===== src/rtl/definitions.svh =====
// ============================================================================
// definitions.svh : build-wide constants for the cache/bridge read path
// Revision: 1.0
// ============================================================================
`default_nettype none
`ifndef DEFINITIONS_SVH
`define DEFINITIONS_SVH
`define LINE_WORD_NUM 4
`endif
`default_nettype wire


===== src/rtl/rd_arb_pkg.sv =====
// ============================================================================
// rd_arb_pkg : read-type codes, arbiter state encoding, beat-count helpers
// Revision: 1.0
// ============================================================================
`include "definitions.svh"
`default_nettype none
package rd_arb_pkg;

  localparam logic [2:0] RD_TYPE_BYTE = 3'd0;
  localparam logic [2:0] RD_TYPE_HALF = 3'd1;
  localparam logic [2:0] RD_TYPE_WORD = 3'd2;
  localparam logic [2:0] RD_TYPE_LINE = 3'd4;

  localparam int LINE_WORD_NUM = `LINE_WORD_NUM;
  // One spare bit so a saturated count can never look like a legal burst length.
  localparam int BEAT_W = $clog2(LINE_WORD_NUM + 1) + 1;

  typedef enum logic [1:0] {
    IDLE = 2'd0,
    REQ  = 2'd1,
    RESP = 2'd2
  } arb_state_t;

  function automatic logic [BEAT_W-1:0] exp_beats(input logic [2:0] t);
    return (t == RD_TYPE_LINE) ? BEAT_W'(LINE_WORD_NUM) : BEAT_W'(1);
  endfunction

  function automatic logic type_ok(input logic [2:0] t);
    return (t == RD_TYPE_BYTE) || (t == RD_TYPE_HALF) ||
           (t == RD_TYPE_WORD) || (t == RD_TYPE_LINE);
  endfunction

endpackage
`default_nettype wire


===== src/rtl/rd_port_arbiter_rr_picker.sv =====
// ============================================================================
// rr_picker : combinational round-robin scan starting at rr_ptr
// Revision: 1.0
// ============================================================================
`default_nettype none
module rr_picker #(
  parameter int NUM_REQ = 3,
  parameter int IDX_W   = (NUM_REQ > 1) ? $clog2(NUM_REQ) : 1
) (
  input  logic [NUM_REQ-1:0] req,
  input  logic [IDX_W-1:0]   rr_ptr,
  output logic [NUM_REQ-1:0] grant,
  output logic [IDX_W-1:0]   idx,
  output logic               any_valid
);

  int cand;

  always_comb begin
    grant     = '0;
    idx       = '0;
    any_valid = 1'b0;
    cand      = 0;
    for (int k = 0; k < NUM_REQ; k++) begin
      // rr_ptr < NUM_REQ always, so one subtraction is enough to wrap.
      cand = int'(rr_ptr) + k;
      if (cand >= NUM_REQ) cand = cand - NUM_REQ;
      if (!any_valid && req[IDX_W'(cand)]) begin
        any_valid          = 1'b1;
        idx                = IDX_W'(cand);
        grant[IDX_W'(cand)] = 1'b1;
      end
    end
  end

endmodule
`default_nettype wire


===== src/rtl/rd_port_arbiter.sv =====
// ============================================================================
// rd_port_arbiter : one-outstanding round-robin share of the bridge read port
// Optional wait counters built only with RD_ARB_PERF_EN.   Revision: 1.0
// ============================================================================
`default_nettype none
module rd_port_arbiter
  import rd_arb_pkg::*;
#(
  parameter int NUM_REQ = 3,
  parameter int IDX_W   = (NUM_REQ > 1) ? $clog2(NUM_REQ) : 1
) (
  input  logic                  clk,
  input  logic                  resetn,
  input  logic [NUM_REQ-1:0]    req_valid,
  input  logic [3*NUM_REQ-1:0]  req_type,
  input  logic [32*NUM_REQ-1:0] req_addr,
  output logic [NUM_REQ-1:0]    req_rdy,
  output logic [NUM_REQ-1:0]    req_ret_valid,
  output logic [NUM_REQ-1:0]    req_ret_last,
  output logic [31:0]           req_ret_data,
  output logic                  rd_req,
  output logic [2:0]            rd_type,
  output logic [31:0]           rd_addr,
  input  logic                  rd_rdy,
  input  logic                  ret_valid,
  input  logic                  ret_last,
  input  logic [31:0]           ret_data,
  output logic                  proto_err,
  output logic [32*NUM_REQ-1:0] perf_wait_cnt
);

  arb_state_t        state_q, state_d;
  logic              rd_req_q, rd_req_d;
  logic [2:0]        rd_type_q, rd_type_d;
  logic [31:0]       rd_addr_q, rd_addr_d;
  logic [IDX_W-1:0]  rr_ptr_q, rr_ptr_d;
  logic [IDX_W-1:0]  grant_idx_q, grant_idx_d;
  logic [BEAT_W-1:0] beat_cnt_q, beat_cnt_d;
  logic              proto_err_q, proto_err_d;

  logic [NUM_REQ-1:0] pick_grant;
  logic [IDX_W-1:0]   pick_idx;
  logic               pick_any;
  logic [BEAT_W-1:0]  beat_inc;

  logic [2:0]  type_a [NUM_REQ];
  logic [31:0] addr_a [NUM_REQ];

  for (genvar gi = 0; gi < NUM_REQ; gi++) begin : g_unpack
    assign type_a[gi] = req_type[3*gi +: 3];
    assign addr_a[gi] = req_addr[32*gi +: 32];
  end : g_unpack

  rr_picker #(
    .NUM_REQ (NUM_REQ),
    .IDX_W   (IDX_W)
  ) u_rr_picker (
    .req       (req_valid),
    .rr_ptr    (rr_ptr_q),
    .grant     (pick_grant),
    .idx       (pick_idx),
    .any_valid (pick_any)
  );

  assign beat_inc = (beat_cnt_q == '1) ? beat_cnt_q : beat_cnt_q + BEAT_W'(1);

  always_comb begin
    state_d       = state_q;
    rd_req_d      = rd_req_q;
    rd_type_d     = rd_type_q;
    rd_addr_d     = rd_addr_q;
    rr_ptr_d      = rr_ptr_q;
    grant_idx_d   = grant_idx_q;
    beat_cnt_d    = beat_cnt_q;
    proto_err_d   = proto_err_q;
    req_rdy       = '0;
    req_ret_valid = '0;
    req_ret_last  = '0;
    case (state_q)
      IDLE: begin
        if (ret_valid) proto_err_d = 1'b1;
        if (pick_any) begin
          req_rdy     = pick_grant;
          grant_idx_d = pick_idx;
          rd_type_d   = type_a[pick_idx];
          rd_addr_d   = addr_a[pick_idx];
          rd_req_d    = 1'b1;
          state_d     = REQ;
          // Unsupported types are still forwarded; only flagged.
          if (!type_ok(type_a[pick_idx])) proto_err_d = 1'b1;
        end
      end
      REQ: begin
        if (ret_valid) proto_err_d = 1'b1;
        if (rd_rdy) begin
          rd_req_d   = 1'b0;
          beat_cnt_d = '0;
          state_d    = RESP;
        end
      end
      RESP: begin
        if (ret_valid) begin
          req_ret_valid[grant_idx_q] = 1'b1;
          beat_cnt_d                 = beat_inc;
          if (ret_last) begin
            req_ret_last[grant_idx_q] = 1'b1;
            if (beat_inc != exp_beats(rd_type_q)) proto_err_d = 1'b1;
            state_d  = IDLE;
            rr_ptr_d = (grant_idx_q == IDX_W'(NUM_REQ - 1)) ? '0
                                                              : grant_idx_q + IDX_W'(1);
          end
        end
      end
      default: state_d = IDLE;
    endcase
  end

  always_ff @(posedge clk or negedge resetn) begin
    if (!resetn) begin
      state_q     <= IDLE;
      rd_req_q    <= 1'b0;
      rd_type_q   <= '0;
      rd_addr_q   <= '0;
      rr_ptr_q    <= '0;
      grant_idx_q <= '0;
      beat_cnt_q  <= '0;
      proto_err_q <= 1'b0;
    end else begin
      state_q     <= state_d;
      rd_req_q    <= rd_req_d;
      rd_type_q   <= rd_type_d;
      rd_addr_q   <= rd_addr_d;
      rr_ptr_q    <= rr_ptr_d;
      grant_idx_q <= grant_idx_d;
      beat_cnt_q  <= beat_cnt_d;
      proto_err_q <= proto_err_d;
    end
  end

  assign rd_req       = rd_req_q;
  assign rd_type      = rd_type_q;
  assign rd_addr      = rd_addr_q;
  assign proto_err    = proto_err_q;
  assign req_ret_data = ret_data;

`ifdef RD_ARB_PERF_EN
  for (genvar gi = 0; gi < NUM_REQ; gi++) begin : g_perf
    logic [31:0] cnt_q, cnt_d;

    always_comb begin
      cnt_d = cnt_q;
      if (req_valid[gi] && !req_rdy[gi] && (cnt_q != 32'hFFFF_FFFF)) cnt_d = cnt_q + 32'd1;
    end

    always_ff @(posedge clk or negedge resetn) begin
      if (!resetn) cnt_q <= '0;
      else         cnt_q <= cnt_d;
    end

    assign perf_wait_cnt[32*gi +: 32] = cnt_q;
  end : g_perf
`else
  assign perf_wait_cnt = '0;
`endif

endmodule
`default_nettype wire

===== config.mk =====
export PLATFORM = sky130hd
export DESIGN_NAME = rd_port_arbiter
export DESIGN_NICKNAME = d
export VERILOG_FILES = /design/src/rtl/rd_arb_pkg.sv /design/src/rtl/rd_port_arbiter_rr_picker.sv /design/src/rtl/rd_port_arbiter.sv
export VERILOG_INCLUDE_DIRS = /design/src /design/src/rtl
export SDC_FILE = /design/constraint.sdc
export NUM_CORES = 1
export LEC_CHECK = 0
export CAP_MARGIN = 20
export CORE_AREA = 2 2 125 127
export CTS_BUF_LIST = sky130_fd_sc_hd__clkbuf_8
export CTS_CLUSTER_SIZE = 14
export DETAILED_ROUTE_END_ITERATION = 10
export DIE_AREA = 0 0 127 129
export PLACE_DENSITY_LB_ADDON = 0.12
export SETUP_SLACK_MARGIN = 0.4
export SYNTH_ARGS = -nofsm -noshare
export SYNTH_HDL_FRONTEND = slang
export SYNTH_HIERARCHICAL = 1
export SYNTH_SLANG_ARGS = --single-unit

===== constraint.sdc =====
create_clock -name clk -period 8.6 [get_ports clk]
set_clock_uncertainty 0.2 [all_clocks]
set_input_delay 2.58 -clock clk [delete_from_list [all_inputs] [get_ports clk]]
set_output_delay 2.58 -clock clk [all_outputs]
set_load 0.005 [all_outputs]

==> summary.txt <==
Worst path max stage delay: 0.65 ns
I/O pins: 319
Core Area: 15000 µm²
Mapped Avg Cell Area: 8.23 µm²
Syn Std Cell Area: 4140 µm²
Fill count: 1609
Leading post-synthesis cells by cell area: dfrtp_1, buf_4, mux2i_1, a21oi_1, nor2_1
Library cells used by synthesis: 47
DRT iter0 DRCs: 128
YS warnings: 6
Crit. path cell count: 6
Overall die height: 129 µm
RSZ-0062 raised after global routing: no
Share of cells above drive strength 1: 5.05%
Leakage power: 2.34 nW
Worst-skew pair later-pin latency: 0.31 ns
Post-synthesis async set-or-reset flop share: 100%
Buffers on Ports: 158
Routed wire length: 11100 µm
Footprint of the multi-input gates: 2220 µm²
CP Buf/Inv Count: 2
Final setup violation count: 0
Clock transition at path regs: 0.08 ns
Vias per cell: 4.34
Worst reg2reg path depth: 11
Share of the synthesized area in the top cell type: 28.4%
Crit path top cell by count: clkdlybuf4s50_1
Largest net degree at the start of global routing: 70
CP Cell Sequence: clkdlybuf4s50_1 -> nand2b_1 -> mux2i_1 -> or2_1 -> and3_1 -> clkdlybuf4s50_1
Synth cell count leaders: buf_4, a21oi_1, nor2_1
Top_reg_cell synth: dfrtp_1
Hold Crit Class: reg2reg
Antenna diode count: 0
Post-DP Area: 5270 µm²
# rows: 45
Slew Limit Fails: 0
Drt wl/cell: 13.9 µm
Total negative slack: 0 ns
Post-route ant nets: 0
Crit path max-delay family: buffers and inverters
Number of synthesized register bits: 47
Initial Utilization: 27.6%
CP startpoint kind: input port
Outcome: completed
Register area share after synthesis: 28.4%
Vias in the first global route: 3290
Reg area: 1180 µm²
Count leader, synth: buf_4
First-pass GRT wire length: 17000 µm
Cts repair resizes: 0
Synth area leader: dfrtp_1
Number of synthesized flops with an enable pin: 0
GP Congestion: 0.806
Buffers inserted by post-CTS timing repair: 0
Crit. End Element: output port
Area growth syn-to-layout: 30.5%
Slew @ Worst Pin: 0.677 ns
Hold Vio Cnt, Final: 0
First drt pass iteration count: 6
Die Width: 127 µm
GR Overflow Total: 0
Crit-path slowest cell: clkdlybuf4s50_1
Crit-path max FO: 8
Rel. slew slack: 54.8%
Post-DP HPWL: 8690 µm
Post-Synthesis Cells: 503
Maximum vdd drop: 0.127 mV
Net count, final: 766
CP required: 5.82 ns
DRC: 0
Max-Cap Viols: 0
Global-route usage over all layers: 13.2%
Htree depth: 2
Die area: 16400 µm²
Clock Sinks: 47
CTS tree: yes
Max Root-Sink Buffers: 2
Initial antenna violation count: 0
Fin crit share: 89.0%
Fmax: 131 MHz
Minimum clock period: 7.66 ns
Via count: 3478
Crit path kind: in2out
Pwr Density: 331 nW/µm²
CTS Buf Count: 5
Critical Path AT: 4.88 ns
Design area: 5400 µm²
CTS Hold Bufs: 0
CTS Root Cell: clkbuf_8
Hold Crit Depth: 2
-- kinds of logic (layout without fill, tap and decap cells) --
kind of cell             after synthesis  count (layout)  share of synthesized area, %
buffers and inverters                162             178                          27.3
AND/OR/NAND/NOR                      127             127                          14.4
AO/OA/AOI/OAI                        111             111                          15.7
flip-flops                            47              47                          28.4
multiplexers                          46              46                          11.4
adder cells (fa/ha/maj)                9               9                          2.69
other                                  1              96                        0.0906
-- final timing paths --
| path | slack, ns | start | endpoint |
|---|---|---|---|
| worst min-delay path | 0.33 | rd_addr[25] | rd_addr[25] |
| worst max-delay path | 0.94 | req_valid[2] | req_rdy[2] |
| worst max register to register | 5.05 | rr_ptr_q[0] | proto_err |
| min in group asynchronous | 2.17 | resetn | state_q[0] |
| worst min register to register | 0.33 | rd_addr[25] | rd_addr[25] |
| max in group asynchronous | 5.58 | resetn | rd_addr[24] |
-- layer usage --
metal | up-vias | global-route usage [%] | part of all wire, %
li1 | 1686 | - | -
met1 | 1579 | 15.5 | 39
met2 | 193 | 22.1 | 47
met3 | 20 | 5.11 | 11
met4 | 0 | 4.59 | 2.1
met5 | - | 0 | 0
-- metrics by stage --
stage               hold slack, ns  std cells  utilization (%)  power, mW  setup slack (ns)
detailed placement           0.314        794             35.2       1.62             0.983
floorplan                    0.274        598                -       1.22              2.20
global route                 0.353        802             36.1       1.97             0.844
finish                       0.331        802             36.1       1.79             0.942
global placement             0.295        794             35.2       1.61              1.03
CTS                          0.336        802             36.1       1.82             0.971
-- where the power goes --
part	switching, mW	internal, mW
Combinational	0.618	0.568
Sequential	0.0734	0.334
Clock	0.0796	0.115
Total	0.771	1.02
-- cell type report --
| cell class | count | area share (%) |
|---|---|---|
| multi-input combinational | 389 | 41.0 |
| inverter | 7 | 0.486 |
| tap | 188 | 4.35 |
| sequential | 47 | 21.8 |
| timing repair buffer | 163 | 29.9 |
| clock buffer | 5 | 1.27 |
| clock inverter | 3 | 1.18 |
-- state kept, by name, indices dropped and copies added (netlist names) --
| name | flops |
|---|---|
| beat_cnt_q | 4 |
| grant_idx_q | 2 |
| proto_err | 1 |
| rd_addr | 32 |
| rd_req | 1 |
| rd_type | 3 |
| rr_ptr_q | 2 |
| state_q | 2 |
-- placed cells by master (no fill, tap or decap), drive strengths merged, types with 2 or more instances in the layout --
| master | count |
|---|---|
| clkdlybuf4s50 | 157 |
| conb | 96 |
| nor2 | 75 |
| a21oi | 75 |
| dfrtp | 47 |
| mux2i | 40 |
| nand2 | 18 |
| o21ai | 14 |
| inv | 8 |
| nand2b | 8 |
| ha | 8 |
| mux2 | 6 |
| buf | 6 |
| clkbuf | 5 |
| and3 | 4 |
| a21o | 4 |
| nor2b | 4 |
| nor3b | 4 |
| o2bb2ai | 3 |
| a22o | 3 |
| nand3b | 2 |
| nand3 | 2 |
| nor4bb | 2 |
| nor3 | 2 |
| bufinv | 2 |
| a31oi | 2 |
| a211oi | 2 |
| and2 | 2 |
-- worst register-to-register path: stages, from the launching register on --
cell and delay [ns]:
dfrtp_1 0.42, inv_1 0.10, ha_1 0.43, nand2_1 0.15, nor3_1 0.18, o211ai_1 0.17, a21oi_4 0.49, mux2i_1 0.37
o2bb2ai_1 0.13, maj3_2 0.36, a2111oi_4 0.36, nor3b_2 0.08
No activity file was read; power rests on OpenSTA's default activity.
